$ cat src/rtl/uart_rx_fifo_if.sv
// uart_rx_fifo_if: receiver push side, FWFT read side and status bundle; master drives rx/read/clear, slave is the FIFO
interface uart_rx_fifo_if #(parameter int AW = 4);
  logic [7:0]  rx_data;
  logic        rx_done;
  logic        rd_ready;
  logic        rd_valid;
  logic [7:0]  rd_data;
  logic [AW:0] count;
  logic        full;
  logic        almost_full;
  logic        overrun;
  logic        overrun_clr;
  modport master (
    output rx_data, rx_done, rd_ready, overrun_clr,
    input  rd_valid, rd_data, count, full, almost_full, overrun
  );
  modport slave (
    input  rx_data, rx_done, rd_ready, overrun_clr,
    output rd_valid, rd_data, count, full, almost_full, overrun
  );
endinterface

$ cat src/rtl/uart_rx_fifo.sv
// uart_rx_fifo: UART receive byte FIFO; ports clk, reset_n (async active-low), bus (rx_data/rx_done in, FWFT rd_valid/rd_data/rd_ready out, count/full/almost_full/overrun status, overrun_clr)
module uart_rx_fifo #(
  parameter int DEPTH    = 16,
  parameter int AW       = 4,
  parameter int AF_LEVEL = 12
) (
  input logic           clk,
  input logic           reset_n,
  uart_rx_fifo_if.slave bus
);
  logic [7:0]    r_mem [DEPTH];
  logic [AW-1:0] r_wr_ptr, r_rd_ptr;
  logic [AW:0]   r_count;
  logic          r_rx_done_d, r_overrun;
  logic          w_push_req, w_pop, w_full, w_push;
  assign w_full     = r_count == (AW+1)'(DEPTH);
  assign w_push_req = bus.rx_done && !r_rx_done_d;
  assign w_pop      = (r_count != '0) && bus.rd_ready;
  assign w_push     = w_push_req && (!w_full || w_pop);
  always_ff @(posedge clk)
    if (w_push) r_mem[r_wr_ptr] <= bus.rx_data;
  always_ff @(posedge clk or negedge reset_n)
    if (!reset_n) begin
      r_wr_ptr    <= '0;
      r_rd_ptr    <= '0;
      r_count     <= '0;
      r_rx_done_d <= 1'b0;
      r_overrun   <= 1'b0;
    end else begin
      r_rx_done_d <= bus.rx_done;
      r_wr_ptr    <= w_push ? r_wr_ptr + 1'b1 : r_wr_ptr;
      r_rd_ptr    <= w_pop ? r_rd_ptr + 1'b1 : r_rd_ptr;
      r_count     <= (w_push && !w_pop) ? r_count + 1'b1 : (w_pop && !w_push) ? r_count - 1'b1 : r_count;
      r_overrun   <= (w_push_req && w_full && !w_pop) ? 1'b1 : bus.overrun_clr ? 1'b0 : r_overrun;
    end
  assign bus.rd_valid    = r_count != '0;
  assign bus.rd_data     = bus.rd_valid ? r_mem[r_rd_ptr] : 8'h00;
  assign bus.count       = r_count;
  assign bus.full        = w_full;
  assign bus.almost_full = r_count >= (AW+1)'(AF_LEVEL);
  assign bus.overrun     = r_overrun;
endmodule

$ cat src/flat_wrapper.sv
// flat-port wrapper written by rule: the top's interface ports become plain ports
module uart_rx_fifo_flat 
#(
  parameter int DEPTH    = 16,
  parameter int AW       = 4,
  parameter int AF_LEVEL = 12
)
  (clk, reset_n, bus_rx_data, bus_rx_done, bus_rd_ready, bus_overrun_clr, bus_rd_valid, bus_rd_data, bus_count, bus_full, bus_almost_full, bus_overrun);
  uart_rx_fifo_if #(.AW(AW)) bus_i ();
  input logic clk;
  input logic reset_n;
  input wire logic [$bits(bus_i.rx_data)-1:0] bus_rx_data;
  input wire logic [$bits(bus_i.rx_done)-1:0] bus_rx_done;
  input wire logic [$bits(bus_i.rd_ready)-1:0] bus_rd_ready;
  input wire logic [$bits(bus_i.overrun_clr)-1:0] bus_overrun_clr;
  output wire logic [$bits(bus_i.rd_valid)-1:0] bus_rd_valid;
  output wire logic [$bits(bus_i.rd_data)-1:0] bus_rd_data;
  output wire logic [$bits(bus_i.count)-1:0] bus_count;
  output wire logic [$bits(bus_i.full)-1:0] bus_full;
  output wire logic [$bits(bus_i.almost_full)-1:0] bus_almost_full;
  output wire logic [$bits(bus_i.overrun)-1:0] bus_overrun;
  assign bus_i.rx_data = bus_rx_data;
  assign bus_i.rx_done = bus_rx_done;
  assign bus_i.rd_ready = bus_rd_ready;
  assign bus_i.overrun_clr = bus_overrun_clr;
  assign bus_rd_valid = bus_i.rd_valid;
  assign bus_rd_data = bus_i.rd_data;
  assign bus_count = bus_i.count;
  assign bus_full = bus_i.full;
  assign bus_almost_full = bus_i.almost_full;
  assign bus_overrun = bus_i.overrun;
  uart_rx_fifo #(.DEPTH(DEPTH), .AW(AW), .AF_LEVEL(AF_LEVEL)) u_core (.clk(clk), .reset_n(reset_n), .bus(bus_i));
endmodule
$ cat config.mk
export PLATFORM = sky130hd
export DESIGN_NAME = uart_rx_fifo_flat
export DESIGN_NICKNAME = d
export VERILOG_FILES = /design/src/rtl/uart_rx_fifo_if.sv /design/src/rtl/uart_rx_fifo.sv /design/src/flat_wrapper.sv
export SDC_FILE = /design/constraint.sdc
export NUM_CORES = 1
export LEC_CHECK = 0
export CORE_MARGIN = 3
export CORE_UTILIZATION = 50
export DETAILED_ROUTE_END_ITERATION = 16
export DONT_BUFFER_PORTS = 1
export REMOVE_ABC_BUFFERS = 1
export SLEW_MARGIN = 0
export SYNTH_ARGS = -nofsm -noshare
export SYNTH_HDL_FRONTEND = slang
export SYNTH_SLANG_ARGS = --single-unit
$ cat constraint.sdc
create_clock -name clk -period 2.85 [get_ports clk]
set_input_delay 0.4275 -clock clk [delete_from_list [all_inputs] [get_ports clk]]
set_output_delay 0.4275 -clock clk [all_outputs]
set_load 0.005 [all_outputs]
==> flow_summary.yaml <==
floorplanning:
  io_pins: 30
  num_rows: 39
  dieArea_um2: 13200
  start_util_pct: 51.5
  core_region_area_um2: 11500
  die_h_um: 115
  die_x_um: 115
sta:
  worstMarginPinSlew_ns: 0.888
  final_max_slew_viol_count: 0
  totalNegativeSetupSlack_ns: 0
  fin_crit_sh_pct: 94.3
  max_freq_ghz: 0.372
  setup_violations: 0
  post-route-min-period_ns: 2.69
  fin_skew_ns: 0.00979
  hold_viol_final: 0
  slew_headroom_pct: 40.6
  rsz0062_at_grt: "false"
logic_synthesis:
  ys_warn_count: 0
  synth_cells: 307
  synth_seq_area_share_pct: 71.4
  synth.top_cell.area_share_pct: 65.0
  netlist.top_cell.by_area: "edfxtp_1"
  synth_seq_cells: 143
  synthArstFlopShare_pct: 10.5
  synth-edff-count: 128
  synth_area_um2: 5910
  syn_area_per_cell_um2: 19.3
  synth_cell_types: 39
  ys.flop_type: "edfxtp_1"
  synthTopCellsByArea: "edfxtp_1 65%, mux4_1 7.6%, dfrtp_1 6.4%"
setup_path:
  critPathMaxFanout: 12
  reg2reg_depth: 10
  crit_type: "reg2out"
  cpMaxStageDelayCell: "mux4_1"
  cpPeakStageDelay_ns: 0.57
  startpoint_type: "flop"
  worstPathRequired_ns: 2.42
  end_kind: "primary output"
  crit_arrival_ns: 2.26
  path_cells: "buf_4 -> mux4_1 -> mux2_2 -> o21ai_1 -> a21oi_1"
clock_tree:
  clockBufferDepth: 2
  h-tree-depth: 4
  cts-buffers-inserted: 17
  cts_tree: "done"
  root_buffer: "clkbuf_16"
  clk_latency_ns: 0.41
  cts.sinks: 143
  path_clk_slew_ns: 0.05
  cts_setup_buffers: 0
route:
  viasPerCell: 5.75
  first_pass_iters: 4
  ant_nets: 0
  drt_iter0_markers: 163
  vias: 2776
  drc: 0
  wl_per_cell_um: 21.9
  routed_wl_um: 10600
global_route:
  grt-ovfl-total: 0
  antenna_found_initial: 0
  grt_max_degree: 20
  grt_pass1_wl_um: 16800
  grt_usage_pct: 17.8
  grt_pass1_vias: 2837
cells_and_area:
  nets: 350
  diodes: 0
  drive_gt1_share_pct: 21.2
  syn2layout_area_growth_pct: 14.3
  final_cells: 483
flow_run:
  maxCapViolations: 0
power_and_ir_drop:
  leakage_uw: 0.00232
  power.share.clock_pct: 34.1
  power_switching_uw: 1910
  power_frac_seq_pct: 40.5
  powerDensity_nw_per_um2: 995
  combPwrFrac_pct: 25.4
  intPower_uw: 4810
  p_sw_share_pct: 28.4
  peakVddDrop_v: 0.000434
placed_design:
  portBuffers: 0
  dp.cells: 450
  place_hpwl_um: 6940
  gp_congestion: 0.736
run_status:
  status: "finished, final reports clean"
min_path:
  hold_class: "in2reg"
  worstHoldPathCells: 0
==> cell usage after synthesis, drive strengths merged, types with 2 or more instances <==
cell type,count
nor2,12
a21o,2
o21ai,13
nand3,3
clkbuf,6
nor3,5
o2111ai,2
inv,8
nand2,11
or3,2
mux2i,8
edfxtp,128
ha,9
a21oi,9
mux4,32
buf,10
nand2b,4
xnor2,7
xor2,2
mux2,9
dfrtp,15
==> power by group through the flow <==
stage	clock (uW)	combinational (uW)	sequential [uW]
floorplan	0	1100	2830
global placement	0	1710	2750
detailed placement	0	1710	2760
CTS	2330	1740	2710
global route	2430	1880	2750
finish	2290	1710	2720
==> through the flow <==
step                      setup WS, ns  power (uW)  utilization [%]  hold WS, ns  cell area [um^2]
after global placement           0.231        4450             53.4        0.132              6120
after CTS                        0.111        6780             58.8       0.0299              6750
final                            0.164        6720             58.9       0.0471              6760
after detailed placement         0.128        4470             53.4        0.132              6120
after global routing           0.00798        7060             58.9       0.0213              6760
after floorplan                 0.0615        3930                -        0.132              5810
==> sequential cells by signal, indices dropped and copies added (netlist names) <==
register            flops
u_core.r_wr_ptr         4
u_core.r_rx_done_d      1
u_core.r_rd_ptr         4
u_core.bus.count        5
u_core.r_mem          128
u_core.bus.overrun      1
==> metal layers <==
layer  global-route usage (%)  vias up  routed length (um)  share of wire [%]
li1                         -     1283                   -                  -
met1                     24.7     1419                4760                 45
met2                     27.7       68                5240                 50
met3                     5.02        6                 500                4.7
met4                     6.10        0                  80               0.76
met5                        0        -                   0                  0
==> layout by cell type (no fill, tap or decap), drive strengths merged <==
| cell | count |
|---|---|
| a21o | 2 |
| a21oi | 9 |
| a31oi | 1 |
| and2 | 1 |
| and3 | 1 |
| buf | 16 |
| bufinv | 4 |
| clkbuf | 19 |
| clkinv | 6 |
| clkinvlp | 1 |
| dfrtp | 15 |
| dlygate4sd3 | 1 |
| edfxtp | 128 |
| fa | 1 |
| ha | 9 |
| inv | 10 |
| mux2 | 9 |
| mux2i | 8 |
| mux4 | 32 |
| nand2 | 11 |
| nand2b | 4 |
| nand3 | 3 |
| nand4 | 1 |
| nor2 | 12 |
| nor2b | 1 |
| nor3 | 5 |
| nor4 | 1 |
| o2111ai | 2 |
| o21a | 1 |
| o21ai | 13 |
| o22ai | 1 |
| o311ai | 1 |
| or3 | 2 |
| xnor2 | 7 |
| xor2 | 2 |
==> path summary, 6_finish.rpt <==
path | start | end | slack (ns)
max reg2reg | u_core.bus.count[1] | u_core.bus.count[4] | 0.27
min | bus_rx_done | u_core.r_rx_done_d | 0.05
max | u_core.r_rd_ptr[0] | bus_rd_data[4] | 0.16
min in group asynchronous | reset_n | u_core.bus.count[3] | 0.50
max in group asynchronous | reset_n | u_core.r_rd_ptr[0] | 1.86
min reg2reg | u_core.bus.overrun | u_core.bus.overrun | 0.55
==> layout make-up <==
cell class	instances	area [um^2]
Inverter	8	30.0
Timing Repair Buffer	17	143
Fill cell	838	4710
Multi-Input combinational cell	140	1570
Clock buffer	19	433
Sequential cell	143	4220
Clock inverter	13	185
Tap cell	143	179
==> worst max-delay path: cells and delay by family, from the launching register on <==
family	cells	cell delay (ns)
mux	2	0.86
flops	1	0.45
buf+inv	1	0.28
compound gates	2	0.26
==> what timing repair did <==
| action | 4_1_cts | 5_1_grt |
|---|---|---|
| endpoints found under the setup margin | 0 | 1 |
| hold endpoints to repair | 15 | 0 |
| gates resized for setup | 0 | 2 |
| hold buffers | 1 | 0 |
==> kinds of logic after synthesis <==
family | Yosys count | share of synthesized area [%]
AOI/OAI and AO/OA | 30 | 3.01
xor gates and xnor gates | 9 | 1.33
adders and majority gates | 10 | 2.24
buffers and inverters | 24 | 2.29
DFF | 143 | 71.4
muxes | 49 | 16.3
and+or+nand+nor | 42 | 3.41
(Power assumes the default switching activity.)
